## config.mk

```make
export PLATFORM = sky130hd
export DESIGN_NAME = mem_stage
export DESIGN_NICKNAME = d
export VERILOG_FILES = /design/src/rtl/mem_stage_pkg.sv /design/src/rtl/mem_load_align.sv /design/src/rtl/mem_stage.sv
export SDC_FILE = /design/constraint.sdc
export NUM_CORES = 1
export LEC_CHECK = 0
export ABC_AREA = 1
export CAP_MARGIN = 20
export CORE_ASPECT_RATIO = 2
export CORE_MARGIN = 10
export CORE_UTILIZATION = 39
export DETAILED_ROUTE_END_ITERATION = 8
export GPL_TIMING_DRIVEN = 0
export MAX_ROUTING_LAYER = met4
export PLACE_DENSITY = 0.82
export SLEW_MARGIN = 20
export SYNTH_ARGS = -nofsm -noshare
export SYNTH_HDL_FRONTEND = slang
export SYNTH_SLANG_ARGS = --single-unit
```

## constraint.sdc

```tcl
create_clock -name clk -period 4.5 [get_ports clk]
set_clock_uncertainty 0.1 [all_clocks]
set_input_delay 0.45 -clock clk [delete_from_list [all_inputs] [get_ports clk]]
set_output_delay 0.45 -clock clk [all_outputs]
set_load 0.01 [all_outputs]
```

## src/rtl/mem_stage_pkg.sv

```systemverilog
// Shared types and widths for the memory pipeline stage.
// Latency: n/a (types and constants only).
// Backpressure: n/a.
//
// Holds the inter-stage bus widths, the mem_op encodings and packed views of
// the EX->MEM, MEM->WB and MEM->ID buses.
package mem_stage_pkg;

    localparam int ES_TO_MS_BUS_WD = 75;
    localparam int MS_TO_WS_BUS_WD = 70;
    localparam int MS_TO_DS_BUS_WD = 39;

    localparam logic [2:0] MEMOP_B  = 3'b000;
    localparam logic [2:0] MEMOP_H  = 3'b001;
    localparam logic [2:0] MEMOP_W  = 3'b010;
    localparam logic [2:0] MEMOP_BU = 3'b100;
    localparam logic [2:0] MEMOP_HU = 3'b101;

    typedef struct packed {
        logic        res_from_mem;
        logic [2:0]  mem_op;
        logic        mem_req;
        logic        gr_we;
        logic [4:0]  dest;
        logic [31:0] alu_result;
        logic [31:0] pc;
    } es_to_ms_t;

    typedef struct packed {
        logic        gr_we;
        logic [4:0]  dest;
        logic [31:0] final_result;
        logic [31:0] pc;
    } ms_to_ws_t;

    // The decode bus is 39 bits wide, so only the low 31 result bits travel
    // on it.
    typedef struct packed {
        logic        valid;
        logic        we;
        logic        blocked;
        logic [4:0]  dest;
        logic [30:0] result;
    } ms_to_ds_t;

endpackage

```

## src/rtl/mem_load_align.sv

```systemverilog
// Load data extraction: selects byte/halfword/word and sign- or zero-extends.
// Latency: combinational.
// Backpressure: none.
//
// Ports: src (raw SRAM word), addr (byte offset), mem_op (access type),
//        load_data (aligned, extended result; 0 for unknown mem_op).
module mem_load_align
    import mem_stage_pkg::*;
(
    input  logic [31:0] src,
    input  logic [1:0]  addr,
    input  logic [2:0]  mem_op,
    output logic [31:0] load_data
);

    logic [7:0]  byte_sel;
    logic [15:0] half_sel;

    always_comb begin
        byte_sel = src[7:0];
        case (addr)
            2'd0: byte_sel = src[7:0];
            2'd1: byte_sel = src[15:8];
            2'd2: byte_sel = src[23:16];
            2'd3: byte_sel = src[31:24];
            default: byte_sel = src[7:0];
        endcase
    end

    assign half_sel = addr[1] ? src[31:16] : src[15:0];

    always_comb begin
        load_data = 32'd0;
        case (mem_op)
            MEMOP_B:  load_data = {{24{byte_sel[7]}}, byte_sel};
            MEMOP_BU: load_data = {24'd0, byte_sel};
            MEMOP_H:  load_data = {{16{half_sel[15]}}, half_sel};
            MEMOP_HU: load_data = {16'd0, half_sel};
            MEMOP_W:  load_data = src;
            default:  load_data = 32'd0;
        endcase
    end

endmodule

```

## src/rtl/mem_stage.sv

```systemverilog
// MEM pipeline stage: waits for the data-SRAM response, aligns load data, feeds WB and decode forwarding.
// Latency: 1 cycle for ALU ops; memory ops leave the cycle data_ok arrives (or later if WB stalls).
// Backpressure: valid/allowin handshake; a one-entry buffer holds the SRAM response while WB stalls.
//
// Ports: clk/resetn; es_to_ms_valid/es_to_ms_bus/ms_allowin from EX;
//        ms_to_ws_valid/ms_to_ws_bus/ws_allowin to WB; ms_to_ds_bus to decode;
//        data_sram_data_ok/data_sram_rdata from the data SRAM.
module mem_stage
    import mem_stage_pkg::*;
(
    input  logic                       clk,
    input  logic                       resetn,
    output logic                       ms_allowin,
    input  logic                       es_to_ms_valid,
    input  logic [ES_TO_MS_BUS_WD-1:0] es_to_ms_bus,
    input  logic                       ws_allowin,
    output logic                       ms_to_ws_valid,
    output logic [MS_TO_WS_BUS_WD-1:0] ms_to_ws_bus,
    output logic [MS_TO_DS_BUS_WD-1:0] ms_to_ds_bus,
    input  logic                       data_sram_data_ok,
    input  logic [31:0]                data_sram_rdata
);

    logic        ms_valid_q, ms_valid_d;
    logic        buf_valid_q, buf_valid_d;
    es_to_ms_t   es_bus_q;
    logic [31:0] data_buf_q;

    logic        ms_ready_go;
    logic        buf_fill;
    logic [31:0] load_src;
    logic [31:0] load_data;
    logic [31:0] final_result;
    ms_to_ws_t   ws_bus;
    ms_to_ds_t   ds_bus;

    // A buffered response counts as "data arrived"; data_ok is only trusted
    // while an unanswered memory op sits in the stage.
    assign ms_ready_go    = ~es_bus_q.mem_req | buf_valid_q | data_sram_data_ok;
    assign ms_allowin     = ~ms_valid_q | (ms_ready_go & ws_allowin);
    assign ms_to_ws_valid = ms_valid_q & ms_ready_go;

    // Capture the response only when it cannot be handed to WB this cycle.
    assign buf_fill = data_sram_data_ok & ms_valid_q & es_bus_q.mem_req
                    & ~buf_valid_q & ~ws_allowin;

    always_comb begin
        ms_valid_d = ms_valid_q;
        if (ms_allowin) begin
            ms_valid_d = es_to_ms_valid;
        end
    end

    always_comb begin
        buf_valid_d = buf_valid_q;
        if (ms_to_ws_valid & ws_allowin) begin
            buf_valid_d = 1'b0;
        end else if (buf_fill) begin
            buf_valid_d = 1'b1;
        end
    end

    always_ff @(posedge clk or negedge resetn) begin
        if (!resetn) begin
            ms_valid_q  <= 1'b0;
            buf_valid_q <= 1'b0;
        end else begin
            ms_valid_q  <= ms_valid_d;
            buf_valid_q <= buf_valid_d;
        end
    end

    // Payload only; qualified by the valid flags above.
    always_ff @(posedge clk) begin
        if (es_to_ms_valid & ms_allowin) begin
            es_bus_q <= es_to_ms_bus;
        end
        if (buf_fill) begin
            data_buf_q <= data_sram_rdata;
        end
    end

    assign load_src = buf_valid_q ? data_buf_q : data_sram_rdata;

    mem_load_align u_load_align (
        .src       (load_src),
        .addr      (es_bus_q.alu_result[1:0]),
        .mem_op    (es_bus_q.mem_op),
        .load_data (load_data)
    );

    assign final_result = es_bus_q.res_from_mem ? load_data : es_bus_q.alu_result;

    always_comb begin
        ws_bus.gr_we        = es_bus_q.gr_we;
        ws_bus.dest         = es_bus_q.dest;
        ws_bus.final_result = final_result;
        ws_bus.pc           = es_bus_q.pc;
    end

    // Decode must stall on a dest match while a load is still waiting.
    always_comb begin
        ds_bus.valid   = ms_valid_q;
        ds_bus.we      = ms_valid_q & es_bus_q.gr_we & (|es_bus_q.dest);
        ds_bus.blocked = ms_valid_q & es_bus_q.res_from_mem & ~ms_ready_go;
        ds_bus.dest    = es_bus_q.dest;
        ds_bus.result  = final_result[30:0];
    end

    assign ms_to_ws_bus = ws_bus;
    assign ms_to_ds_bus = ds_bus;

endmodule

```

# Word level (Yosys, flattened, before mapping)
# Cells that the tools add are included.
totals:
  reg_bits: 109
  out_inout_bits: 111
  wordCells: 48
classes:
  eq_ne: 7
  mux: 7
  n_bitwise: 20
  n_reduce_logical: 4
ops:
  columns: ["operator", "count"]
  rows:
  - ["32-bit case mux with 5 select lines", 1]
  - ["32-bit 2-to-1 mux", 2]
  - ["8-bit case mux with 4 select lines", 1]
  - ["16-bit 2-to-1 mux", 1]
  - ["1-bit bitwise AND", 12]
  - ["3-bit equality test (second input constant)", 2]
  - ["1-bit inverter", 5]
  - ["5-bit OR reduction", 1]
  - ["2-bit equality test (second input constant)", 2]
  - ["3-bit by 1-bit equality test with 1-bit output (second input constant)", 1]
  - ["3-bit by 2-bit equality test with 1-bit output (second input constant)", 1]
  - ["3-bit zero test", 1]
  - ["1-bit bitwise OR", 3]
  - ["2-bit by 1-bit equality test with 1-bit output (second input constant)", 1]
  - ["2-bit zero test", 1]
  - ["1-bit 2-to-1 mux", 2]
  - ["2-bit nonzero test", 1]

# Logic depth before layout (Yosys ltp)
depth:
  ltp_word: 6
  mapped_depth: 14
  ltp_nobuf: 11

# By module
# From an unflattened synthesis, not the netlist that was laid out.
hier_totals:
  hier_cells: 670
  hier_area_um2: 5850.6
by_module_without_submodules:
  columns: ["module", "instances", "cells_per_inst", "area_each_um2", "seq_area_each_um2"]
  rows:
  - ["mem_stage", 1, 415, 4767.1, 3263.1]
  - ["mem_load_align", 1, 255, 1083.5, 0.0]

# Least setup slack after synthesis
# OpenSTA, ideal clock, no wires.
synth_timing:
  kind: "reg2reg"
  start: "reg buf_valid_q"
  end: "reg es_bus_q[32] in the netlist's numbering (enable)"
  setup_ns: 0.508
  t_arrival_ns: 4.211
  required_time_ns: 3.892
  setup_slack_ns: -0.319
  stages_incl_launch_ff: 9
  n_path_buf: 2
  period_less_slack_ns: 4.819
  cell_sequence: "dfrtp_1 -> buf_6 -> inv_6 -> buf_2 -> nand2_1 -> nor2_1 -> o21ai_1 -> inv_1 -> nor2_1"
synth_via:
  elab_chain_len: 5
synth_lines:
  columns: ["element", "line_no", "source"]
  rows:
  - ["start: declaration", "mem_stage.sv:25", "logic buf_valid_q, buf_valid_d;"]
  - ["start signal: assignment", "mem_stage.sv:69", "buf_valid_q <= buf_valid_d;"]
  - ["1-bit bitwise OR (2 in series)", "mem_stage.sv:39", "assign ms_ready_go = ~es_bus_q.mem_req | buf_valid_q | data_sram_data_ok;"]
  - ["1-bit bitwise AND", "mem_stage.sv:40", "assign ms_allowin = ~ms_valid_q | (ms_ready_go & ws_allowin);"]
  - ["1-bit bitwise OR", "mem_stage.sv:40", null]
  - ["named net ms_allowin", "mem_stage.sv:13", "output logic ms_allowin,"]
  - ["1-bit bitwise AND", "mem_stage.sv:75", "if (es_to_ms_valid & ms_allowin) begin"]
  - ["end signal: assignment", "mem_stage.sv:76", "es_bus_q <= es_to_ms_bus;"]
  - ["end: declaration", "mem_stage.sv:26", "es_to_ms_t es_bus_q;"]
# The timed path passes the listed nets, and every way through them passes these cells.
# A chain may end at the register's enable or synchronous reset.

# Worst setup path after layout
layout_timing:
  start: "reg buf_valid_q"
  end: "out ms_to_ws_bus[36]"
layout_via:
  elab_chain_len: 4
layout_lines:
  columns: ["element", "line_no", "source"]
  rows:
  - ["32-bit 2-to-1 mux (*)", "mem_stage.sv:83", "assign load_src = buf_valid_q ? data_buf_q : data_sram_rdata;"]
  - ["8-bit case mux with 4 select lines / 16-bit 2-to-1 mux (equally long branches)", "mem_load_align.sv:21, mem_load_align.sv:30", null]
  - ["32-bit case mux with 5 select lines (*)", "mem_load_align.sv:34", "case (mem_op)"]
  - ["32-bit 2-to-1 mux (*)", "mem_stage.sv:92", "assign final_result = es_bus_q.res_from_mem ? load_data : es_bus_q.alu_result;"]
  - ["end: declaration", "mem_stage.sv:18", "output logic [MS_TO_WS_BUS_WD-1:0] ms_to_ws_bus,"]
# Mark *: on every way between the ends. The rest lies on a longest branch, timed or not.

==> summary.md <==
| Metric | Value |
|---|---|
| Final worst slack | `1.25 ns` |
| Die height | `188 µm` |
| Final core utilization | `60.0%` |
| Required time of the worst setup path | `3.95 ns` |
| Input/output buffers | `222` |
| Sequential power share | `44.7%` |
| Placed Area | `8040 µm²` |
| Post-DP HPWL | `14700 µm` |
| Setup violations, final | `0` |
| Synthesized instance count | `573` |
| Initial antenna violation count | `1` |
| Final hold vios | `0` |
| Number of synthesis warnings | `0` |
| Total vias in the final route | `4569` |
| Global-route wire length before repair | `26600 µm` |
| Final non-filler cell total | `1004` |
| CTS hold repair buffers | `0` |
| Setup Crit Path Kind | `register to output pin` |
| RSZ-0062 raised after global routing | `false` |
| Seq cells post-synth | `109` |
| Maximum capacitance violations | `0` |
| Net Switching | `738 µW` |
| Fin crit period | `3.25 ns` |
| Clk Latency, worst-skew pair | `0.35 ns` |
| # resized after CTS | `0` |
| Final cycle utilization of the critical path | `72.2%` |
| CP startpoint kind | `register` |
| CP Capture Type | `output pin` |
| Combinational power share | `26.3%` |
| Gpl congestion | `0.961` |
| Vias per cell | `4.55` |
| H-tree Lvls | `3` |
| Synthesis-to-layout area growth | `51.5%` |
| CTS clock-pin slew for the worst setup and hold paths | `0.08 ns` |
| CTS sink count | `109` |
| Sw Ratio | `27.5%` |
| Nets | `921` |
| Fraction of layout cells with a size suffix above 1 | `15.5%` |
| Total chip power | `2.68 mW` |
| Syn Area/Cell | `9.60 µm²` |
| 1st-pass router iterations | `5` |
| Core ar. | `13900 µm²` |
| Synth unique cells | `23` |
| Crit-path max FO | `10` |
| Hold crit path type | `input port to async pin` |
| Avg WL per Cell | `17.6 µm` |
| TNS Setup | `0 ns` |
| Met3 track demand over resource | `4.74%` |
| Hold Slack | `0.150 ns` |
| Routed wire length | `17700 µm` |
| Worst Tran Pin Value | `0.710 ns` |
| Clock share of power | `29.1%` |
| Max Buffers Root-to-Sink | `2` |
| Initial DRC count | `198` |
| Status | `finished clean` |
| Pwr/cell area | `321 nW/µm²` |
| Sequential-to-total area share from yosys stat | `59.3%` |
| Met1 GRT Util | `16.0%` |
| Setup Buffers After CTS | `0` |
| Largest net degree at the start of global routing | `33` |
| Global-route met2 utilization | `34.7%` |
| Internal power | `1.94 mW` |
| Synth Net Count | `685` |
| Relative slew slack | `52.6%` |
| Row cnt | `61` |
| Arrival time worst endpoint | `2.70 ns` |
| TritonCTS Buffers | `9` |
| Pleak | `3.53 nW` |
| Initial core utilization | `39.6%` |
| DRC viols | `0` |
| Die width | `104 µm` |
| DP Worst Slack | `1.39 ns` |
| Busiest layer in global routing | `met2` |
| Maximum vdd drop | `0.216 mV` |
| Top Ports | `223` |
| Cell count after placement | `987` |
| Max-slew violations | `0` |
| Fmax | `308 MHz` |
| Remaining global-route overflow | `0` |
| Clock Tree Root | `clkbuf_16` |
| Die ar. | `19500 µm²` |
| Post-route ant nets | `0` |
| CTS tree | `done` |
| Design area | `8340 µm²` |
| Total track usage | `18.3%` |
| Vias in the first global route | `4716` |
| Mapped cell area | `5500 µm²` |
worst paths after layout:
path	startpoint	depth (start not counted)	endpoint	slack [ns]
worst max-delay path	buf_valid_q$_DFFE_PN0P_	11	ms_to_ws_bus[36]	1.25
worst min-delay path	resetn	1	ms_valid_q$_DFFE_PN0N_	0.15
worst max register to register	buf_valid_q$_DFFE_PN0P_	10	es_bus_q[55]$_DFFE_PP_	2.09
worst min register to register	es_bus_q[70]$_DFFE_PP_	2	buf_valid_q$_DFFE_PN0P_	0.52
max in group asynchronous	resetn	1	buf_valid_q$_DFFE_PN0P_	4.03
min in group clk	es_bus_q[70]$_DFFE_PP_	2	buf_valid_q$_DFFE_PN0P_	0.52
power by group through the flow:
stage               logic (mW)  registers [mW]  clock network, mW
floorplan                0.337            1.22                  0
global placement         0.683            1.22                  0
detailed placement       0.706            1.22                  0
CTS                      0.708            1.20              0.798
global route             0.760            1.20              0.828
finish                   0.704            1.20              0.779
registers in the layout, summed over array words and instances (netlist names):
| register | flops |
|---|---|
| data_buf_q | 32 |
| ms_to_ds_bus | 5 |
| buf_valid_q | 1 |
| es_bus_q | 37 |
| ms_to_ws_bus | 33 |
| ms_valid_q | 1 |
metal layers:
| metal | part of all wire (%) | vias up |
|---|---|---|
| met2 | 57 | 186 |
| met5 | 0 | - |
| li1 | - | 2287 |
| met1 | 32 | 2050 |
| met4 | 4.6 | 0 |
| met3 | 6.7 | 46 |
worst max-delay path: stages (launching register included):
cell and delay, ns:
dfrtp_1 0.38, buf_6 0.14, inv_6 0.07, buf_2 0.26, nand2_1 0.12, nand3_1 0.10
nand3_1 0.07, o21ai_1 0.14, nand2_1 0.14, a21oi_1 0.23, buf_4 0.15, clkdlybuf4s50_1 0.53
logic make-up (layout without fill, tap and decap cells):
family,after synthesis,after routing,synth area share [%]
AOI/OAI and AO/OA,55,55,5.05
other,0,1,0
and+or+nand+nor,283,283,20.9
DFF,109,109,59.3
buffers and inverters,126,367,14.8
cells in the final DEF, fill, tap and decap left out, types with 6 or more instances in the layout:
| cell type | count |
|---|---|
| a21oi_1 | 39 |
| buf_2 | 10 |
| buf_4 | 76 |
| clkbuf_16 | 9 |
| clkdlybuf4s50_1 | 222 |
| edfxtp_1 | 107 |
| inv_1 | 21 |
| inv_2 | 8 |
| nand2_1 | 209 |
| nand3_1 | 33 |
| nor2_1 | 22 |
| o21ai_0 | 6 |
| o21ai_1 | 9 |
| or2_1 | 7 |
cell type report:
type	count	area, µm²
clock buffers	10	229
fillers	1207	5550
clock inverters	6	62.6
plain buffers	96	696
inverters	30	118
flip-flops and latches	109	3260
multi-input cells	338	1430
diodes	1	2.50
repair buffers	225	2300
well taps	189	236
Yosys cell counts, drive strengths merged:
| cell | n | area share, % |
|---|---|---|
| a21oi | 39 | 3.5 |
| buf | 93 | 12 |
| clkbuf | 3 | 0.20 |
| dfrtp | 2 | 0.91 |
| edfxtp | 107 | 58 |
| inv | 30 | 2.1 |
| nand2 | 214 | 15 |
| nand3 | 33 | 3.0 |
| nand4 | 1 | 0.11 |
| nor2 | 23 | 1.6 |
| nor3 | 4 | 0.45 |
| o211ai | 1 | 0.14 |
| o21ai | 15 | 1.4 |
| or2 | 8 | 0.91 |
Power figures use the tool's default switching activity.
